<file path="src/rtl/td4_fetch_pkg.sv">
// Shared TD4 operation definitions: opcode enum and the instruction decode helper.
package td4_fetch_pkg;

  // Legal opcodes carry their own encoding so a waveform reads like the listing.
  typedef enum logic [3:0] {
    OpAddAImm = 4'h0,
    OpMovAB   = 4'h1,
    OpInA     = 4'h2,
    OpMovAImm = 4'h3,
    OpMovBA   = 4'h4,
    OpAddBImm = 4'h5,
    OpInB     = 4'h6,
    OpMovBImm = 4'h7,
    OpInvalid = 4'h8,
    OpOutB    = 4'h9,
    OpOutImm  = 4'hB,
    OpJncImm  = 4'hE,
    OpJmpImm  = 4'hF
  } opecode_e;

  typedef struct packed {
    opecode_e   op;
    logic [3:0] imm;
  } inst_t;

  function automatic inst_t decode_inst(input logic [7:0] inst);
    inst_t d;
    d.imm = inst[3:0];
    case (inst[7:4])
      4'h0:    d.op = OpAddAImm;
      4'h1:    d.op = OpMovAB;
      4'h2:    d.op = OpInA;
      4'h3:    d.op = OpMovAImm;
      4'h4:    d.op = OpMovBA;
      4'h5:    d.op = OpAddBImm;
      4'h6:    d.op = OpInB;
      4'h7:    d.op = OpMovBImm;
      4'h9:    d.op = OpOutB;
      4'hB:    d.op = OpOutImm;
      4'hE:    d.op = OpJncImm;
      4'hF:    d.op = OpJmpImm;
      default: d.op = OpInvalid;
    endcase
    return d;
  endfunction

endpackage

</file>
<file path="src/rtl/td4_fetch_tick_gen.sv">
// Free-running prescaler; tick is high for one cycle every DIV cycles (always high for DIV=1).
module tick_gen #(
  parameter int unsigned DIV = 4
) (
  input  logic clk,
  input  logic rst_n,
  output logic tick
);

  localparam int unsigned CntW = (DIV > 1) ? $clog2(DIV) : 1;
  localparam logic [CntW-1:0] CntMax = CntW'(DIV - 1);

  logic [CntW-1:0] cnt_q, cnt_d;

  assign tick  = (cnt_q == CntMax);
  assign cnt_d = tick ? '0 : cnt_q + CntW'(1);

  always_ff @(posedge clk or negedge rst_n) begin
    if (!rst_n) cnt_q <= '0;
    else        cnt_q <= cnt_d;
  end

endmodule

</file>
<file path="src/rtl/td4_fetch.sv">
// TD4 fetch/decode sequencer: tick-paced ROM fetch, valid/ready issue, wait for commit.
// Optional single-step input enabled by defining TD4_FETCH_STEP_EN.
module td4_fetch
  import td4_fetch_pkg::*;
#(
  parameter int unsigned DIV = 4
) (
  input  logic       clk,
  input  logic       rst_n,
  input  logic [3:0] pc,
  input  logic       halt,
  output logic       mem_rd,
  output logic [3:0] mem_addr,
  input  logic [7:0] mem_rdata,
  output logic       op_valid,
  input  logic       op_ready,
  output opecode_e   opecode,
  output logic [3:0] imm,
  input  logic       exec_done,
`ifdef TD4_FETCH_STEP_EN
  input  logic       step,
`endif
  output logic       busy
);

  typedef enum logic [2:0] {StIdle, StReq, StCapt, StIssue, StRetire} state_e;

  state_e     state_q, state_d;
  logic       mem_rd_q, mem_rd_d;
  logic [3:0] mem_addr_q, mem_addr_d;
  logic       op_valid_q, op_valid_d;
  opecode_e   opecode_q, opecode_d;
  logic [3:0] imm_q, imm_d;
  logic       tick;
  logic       launch;
  inst_t      dec;

  tick_gen #(
    .DIV(DIV)
  ) u_tick_gen (
    .clk  (clk),
    .rst_n(rst_n),
    .tick (tick)
  );

`ifdef TD4_FETCH_STEP_EN
  logic step_q, step_prev_q;

  always_ff @(posedge clk or negedge rst_n) begin
    if (!rst_n) begin
      step_q      <= 1'b0;
      step_prev_q <= 1'b0;
    end else begin
      step_q      <= step;
      step_prev_q <= step_q;
    end
  end

  // A step edge only matters while halted; only IDLE looks at launch.
  assign launch = (tick && !halt) || (halt && step_q && !step_prev_q);
`else
  assign launch = tick && !halt;
`endif

  assign dec = decode_inst(mem_rdata);

  always_comb begin
    state_d    = state_q;
    mem_rd_d   = 1'b0;
    mem_addr_d = mem_addr_q;
    op_valid_d = op_valid_q;
    opecode_d  = opecode_q;
    imm_d      = imm_q;
    case (state_q)
      StIdle: begin
        if (launch) begin
          state_d    = StReq;
          mem_rd_d   = 1'b1;
          mem_addr_d = pc;
        end
      end
      StReq: state_d = StCapt;
      StCapt: begin
        opecode_d  = dec.op;
        imm_d      = dec.imm;
        op_valid_d = 1'b1;
        state_d    = StIssue;
      end
      StIssue: begin
        if (op_ready) begin
          op_valid_d = 1'b0;
          state_d    = StRetire;
        end
      end
      StRetire: begin
        if (exec_done) state_d = StIdle;
      end
      default: state_d = StIdle;
    endcase
  end

  always_ff @(posedge clk or negedge rst_n) begin
    if (!rst_n) begin
      state_q    <= StIdle;
      mem_rd_q   <= 1'b0;
      mem_addr_q <= 4'h0;
      op_valid_q <= 1'b0;
      opecode_q  <= OpInvalid;
      imm_q      <= 4'h0;
    end else begin
      state_q    <= state_d;
      mem_rd_q   <= mem_rd_d;
      mem_addr_q <= mem_addr_d;
      op_valid_q <= op_valid_d;
      opecode_q  <= opecode_d;
      imm_q      <= imm_d;
    end
  end

  assign mem_rd   = mem_rd_q;
  assign mem_addr = mem_addr_q;
  assign op_valid = op_valid_q;
  assign opecode  = opecode_q;
  assign imm      = imm_q;
  assign busy     = (state_q != StIdle);

endmodule

</file>
<file path="config.mk">
export PLATFORM = sky130hd
export DESIGN_NAME = td4_fetch
export DESIGN_NICKNAME = d
export VERILOG_FILES = /design/src/rtl/td4_fetch_pkg.sv /design/src/rtl/td4_fetch_tick_gen.sv /design/src/rtl/td4_fetch.sv
export SDC_FILE = /design/constraint.sdc
export NUM_CORES = 1
export LEC_CHECK = 0
export BUFFER_PORTS_ARGS = -buffer_cell sky130_fd_sc_hd__buf_4
export CELL_PAD_IN_SITES_DETAIL_PLACEMENT = 1
export CELL_PAD_IN_SITES_GLOBAL_PLACEMENT = 2
export CORE_UTILIZATION = 29
export DETAILED_ROUTE_END_ITERATION = 7
export PLACE_DENSITY = 0.73
export REMOVE_ABC_BUFFERS = 1
export SYNTH_ARGS = -nofsm -noshare
export SYNTH_HDL_FRONTEND = slang
export SYNTH_SLANG_ARGS = --single-unit
</file>
<file path="constraint.sdc">
create_clock -name clk -period 2.2 [get_ports clk]
set_clock_uncertainty 0.2 [all_clocks]
set_input_delay 0.66 -clock clk [delete_from_list [all_inputs] [get_ports clk]]
set_output_delay 0.66 -clock clk [all_outputs]
set_load 0.02 [all_outputs]
</file>
## Yosys cells after proc, flatten, opt, wreduce, memory -nomap -nowiden

Memories as Yosys holds them, arrays and structs flattened. A register that Yosys moved wholly into a read port is not among the register bits.
Index checks and enable logic that the tools add are counted.

| word-level totals | value |
|---|---|
| bits of input ports | 17 |
| bits in registers | 15 |
| bits in read-only memories | 64 |
| memories kept | 1 |
| latch bits | 0 |
| memory bits (writable) | 0 |

| operators by class | value |
|---|---|
| reductions and logical operators | 9 |
| div/mod/pow operators | 0 |
| $mul | 0 |
| shift-type cells | 0 |
| $add $sub $neg | 1 |
| multiplexer cells | 9 |
| equality and inequality tests | 8 |
| $lt $le $gt $ge | 0 |
| bitwise gates (word level) | 0 |

Memories:

| memory | depth | bits a word | rd ports | clocked after Yosys merged registers in | write ports | line | RTL |
|---|---|---|---|---|---|---|---|
| (no name shown) | 16 | 4 | 1 | 1 | 0 | td4_fetch_pkg.sv:29 | `case (inst[7:4])` |

Operators by type and width:

| kind | number |
|---|---|
| $pmux 3 s5 | 1 |
| $mux 3 | 3 |
| $eq 3x2->1 const B | 2 |
| $ne 2x2->1 const B | 3 |
| $reduce_and 2->1 | 2 |
| $eq 3x1->1 const B | 1 |
| $eq 3x3->1 const B | 1 |
| $logic_not 3->1 | 1 |
| $mux 1 | 3 |
| $reduce_and 3->1 | 1 |
| $reduce_bool 3->1 | 1 |
| $add 2x1->2 const B | 1 |
| $eq 2x2->1 const B | 1 |
| $logic_not 1->1 | 2 |
| $mux 2 | 1 |
| $pmux 1 s2 | 1 |
| $reduce_bool 2->1 | 1 |
| $logic_and 1x1->1 | 1 |

## Depth between registers and ports, before layout

| depth | value |
|---|---|
| depth in word-level cells | 4 |
| depth in mapped cells | 5 |
| depth with buffers taken out | 4 |

## Modules after synthesis

From an unflattened synthesis, not the netlist that was laid out.

| second synthesis, totals | value |
|---|---|
| cell total of the unflattened synthesis | 60 |
| area total of the unflattened synthesis | 792.0 um^2 |

By module, submodules not included:

| module | area each (um^2) | cells each | times used |
|---|---|---|---|
| td4_fetch | 725.7 | 56 | 1 |
| tick_gen | 66.3 | 4 | 1 |

## Worst setup path after synthesis

No wires, ideal clock.

| path | value |
|---|---|
| kind | reg2reg |
| start point | register state_q[0] |
| end point | register mem_addr_q[0] (netlist: mem_addr[0]) |
| data arrival time | 1.535 ns |
| stages on the path, launching flop included | 6 |
| period minus slack after synthesis | 1.860 ns |
| path slack | 0.340 ns |
| data required time | 1.875 ns |
| path buffers | 2 |
| library setup time | 0.125 ns |
| cells stage by stage | dfrtp_1 -> buf_6 -> or3_4 -> or2_1 -> buf_6 -> mux2_4 |

| on the way | value |
|---|---|
| longest elaborated chain between the ends | 2 |

RTL lines:

| item | line | RTL |
|---|---|---|
| start: declaration | td4_fetch.sv:28 | `state_e state_q, state_d;` |
| start signal: assignment | td4_fetch.sv:104 | `state_q <= StIdle;` |
| start signal: assignment | td4_fetch.sv:111 | `state_q <= state_d;` |
| $logic_not 3->1 | td4_fetch.sv:74 | `case (state_q)` |
| $reduce_and 2->1 (no line) | -- |  |
| end signal: assignment | td4_fetch.sv:113 | `mem_addr_q <= mem_addr_d;` |
| end: declaration | td4_fetch.sv:30 | `logic [3:0] mem_addr_q, mem_addr_d;` |

Every way passes these cells.
A chain may end at the register's enable or synchronous reset.

## Worst setup path after layout

| path | value |
|---|---|
| start point | register state_q[1] |
| end point | output port busy |

| on the way | value |
|---|---|
| longest elaborated chain between the ends | 1 |

RTL lines:

| item | line | RTL |
|---|---|---|
| $reduce_bool 3->1 | td4_fetch.sv:125 | `assign busy = (state_q != StIdle);` |
| end: declaration | td4_fetch.sv:23 | `output logic busy` |

Every way passes these cells.

==> impl_metrics.env <==
export IMPL_status="completed"
export IMPL_hp_class="primary input to asynchronous set/reset pin"
export IMPL_initial_core_util_pct=31.4
export IMPL_nNetsFinal=116
export IMPL_setup_tns_final_ns=0
export IMPL_area_growth_pct=39.0
export IMPL_ff2ff_path_depth=3
export IMPL_critPathMaxFanout=5
export IMPL_synth_area_leaders="dfrtp_1 (57%), mux2_4 (7.6%), mux2_2 (7.1%), dfstp_2 (3.3%), inv_1 (3.3%)"
export IMPL_die_width_um=54.3
export IMPL_arrival_ns=1.30
export IMPL_htree_levels=1
export IMPL_synth_main_ff_cell="dfrtp_1"
export IMPL_antenna_left=0
export IMPL_gp_congestion=0.717
export IMPL_yosys_warnings=0
export IMPL_fmax_mhz=463
export IMPL_clk_path_buf_depth=2
export IMPL_ys_top_cells_by_count="dfrtp_1 (18), inv_1 (7), mux2_2 (5)"
export IMPL_fin_crit_sh_pct=98.2
export IMPL_clk_pin_slew_ns=0.11
export IMPL_fp_row_count=18
export IMPL_cts_buffers=3
export IMPL_seq_area_sq_um=479
export IMPL_antenna_found_initial=0
export IMPL_grt_pass1_vias=591
export IMPL_slew_headroom_pct=79.7
export IMPL_leakagePower_nw=0.555
export IMPL_maxCapViolations=0
export IMPL_clock_latency_ns=0.29
export IMPL_place_hpwl_um=1160
export IMPL_finalMaxSlewViolations=0
export IMPL_tightestPinTransition_ns=0.301
export IMPL_async_reset_ff_share_pct=100
export IMPL_post_route_drc_count=0
export IMPL_dieArea_sq_um=2940
export IMPL_grt_start_max_net_pins=20
export IMPL_diodes=0
export IMPL_die_h_um=54.3
export IMPL_crit_chain="or3_4, buf_4"
export IMPL_synthMostInstantiatedCell="dfrtp_1"
export IMPL_fin_ws_ns=0.0402
export IMPL_drive_above_1_share_pct=53.6
export IMPL_yosysTopAreaCell="dfrtp_1"
export IMPL_crit_end="busy"
export IMPL_via_per_inst=4.56
export IMPL_crit_start="state_q[1]"
export IMPL_dr_first_iter_drc_count=4
export IMPL_via_count=579
export IMPL_synthCells=60
export IMPL_slowest_stage="dfrtp_2"
export IMPL_final_min_clock_period_ns=2.16
export IMPL_r2r_end="mem_addr[0]"
export IMPL_placed_area_sq_um=1040
export IMPL_required_ns=1.34
export IMPL_nFillCells=294
export IMPL_boundaryPins=32
export IMPL_cts_root_buf="clkbuf_4"
export IMPL_wire_per_inst_um=12.3
export IMPL_rsz0062_at_grt="no"
export IMPL_track_usage_pct=11.8
export IMPL_peakVddDrop_mv=0.658
export IMPL_seq_area_frac_synth_pct=60.2
export IMPL_total_power_mw=1.54
export IMPL_finalHoldViolCount=0
export IMPL_slowest_delay_ns=0.45
export IMPL_dr_pass1_iters=3
export IMPL_finalSetupViolations=0
export IMPL_synth_edf_count=0
export IMPL_power_density_nw_per_um2=1400
export IMPL_grt_pass1_wl_um=2500
export IMPL_wl_um=1560
export IMPL_overflow=0
export IMPL_cts_sinks=19
export IMPL_end_kind="output port"
export IMPL_netlist_area_sq_um=792
export IMPL_r2r_slack_ns=0.37
export IMPL_fin_area_sq_um=1100
export IMPL_ys_seq_elements=19
export IMPL_synth_top_area_share_pct=56.9
export IMPL_port_buffers=31
export IMPL_pre_cts_ws_ns=0.300
export IMPL_rr_startpoint="state_q[1]"
export IMPL_fin_hold_ws_ns=0.0178
export IMPL_synth_cell_types=23
export IMPL_multi_input_area_sq_um=262
export IMPL_path_class="flip-flop to output port"
export IMPL_cp_start_kind="flip-flop"
export IMPL_cts_tree="done"
export IMPL_coreArea_sq_um=2520
export IMPL_syn_area_per_cell_sq_um=13.2
[logic make-up (layout without fill, tap and decap cells)]
family	after synthesis	count (layout)	synth area share, %
flops	19	19	60.2
buf+inv	10	47	6.79
compound gates	10	10	8.53
mux	9	9	14.7
simple gates	11	11	8.22
fa+ha+maj	1	1	1.58
[layer usage]
| layer | GRT usage (%) | vias to the layer above | part of all wire (%) |
|---|---|---|---|
| li1 | - | 279 | - |
| met1 | 15.2 | 278 | 46 |
| met2 | 20.1 | 22 | 46 |
| met3 | 3.33 | 0 | 7.4 |
| met4 | 1.28 | 0 | 0 |
| met5 | 0 | - | 0 |
[state kept, by name, indices dropped and copies added, names as in the netlist]
signal / flops
u_tick_gen.cnt_q: 2
mem_addr: 4
imm: 4
op_valid: 1
state_q: 3
opecode: 4
mem_rd: 1
[cells in the final DEF (no fill, tap or decap), types with 2 or more instances in the layout]
| master | n |
|---|---|
| buf_4 | 36 |
| clkbuf_4 | 3 |
| dfrtp_1 | 16 |
| dfrtp_2 | 2 |
| inv_1 | 7 |
| mux2_2 | 5 |
| mux2_4 | 4 |
| nand2b_1 | 2 |
| nand3_1 | 2 |
| nor2_1 | 2 |
| o21ai_0 | 4 |
[worst max-delay path: cells and delay by family, from the launching register on]
kind | cells | cell delay (ns)
AND/OR/NAND/NOR | 1 | 0.40
flip-flops | 1 | 0.45
buffers and inverters | 1 | 0.16
[repair_timing]
action,CTS,global route
gates cloned,0,0
resized for setup,2,0
setup buffers,0,4
endpoints found under the setup margin,1,1
hold buffers,0,0
[where the power goes]
group	internal, mW	switching (mW)
registers	0.504	0.0879
logic	0.404	0.367
clock network	0.0703	0.104
[how the worst min path moves through the flow]
stage	startpoint	end	slack (ns)
after floorplan	rst_n	imm[0]	0.16
after global placement	u_tick_gen.cnt_q[0]	u_tick_gen.cnt_q[0]	0.22
after detailed placement	u_tick_gen.cnt_q[0]	u_tick_gen.cnt_q[0]	0.23
after CTS	rst_n	opecode[1]	0.02
after global routing	rst_n	opecode[1]	0.02
final	rst_n	opecode[1]	0.02
[final cells by class]
| cell class | instances | share of cell area (%) |
|---|---|---|
| inverter | 7 | 2.39 |
| clock buffer | 4 | 2.39 |
| multi-input combinational | 31 | 23.7 |
| timing repair buffer | 36 | 24.5 |
| tap | 30 | 3.41 |
| sequential | 19 | 43.5 |
[metrics by stage]
stage                     std cells  util, %
final                           127     43.7
after detailed placement        119     41.3
after global placement          119     41.3
after global routing            127     43.7
after CTS                       123     42.5
after floorplan                  57        -
Power figures use the tool's default switching activity.
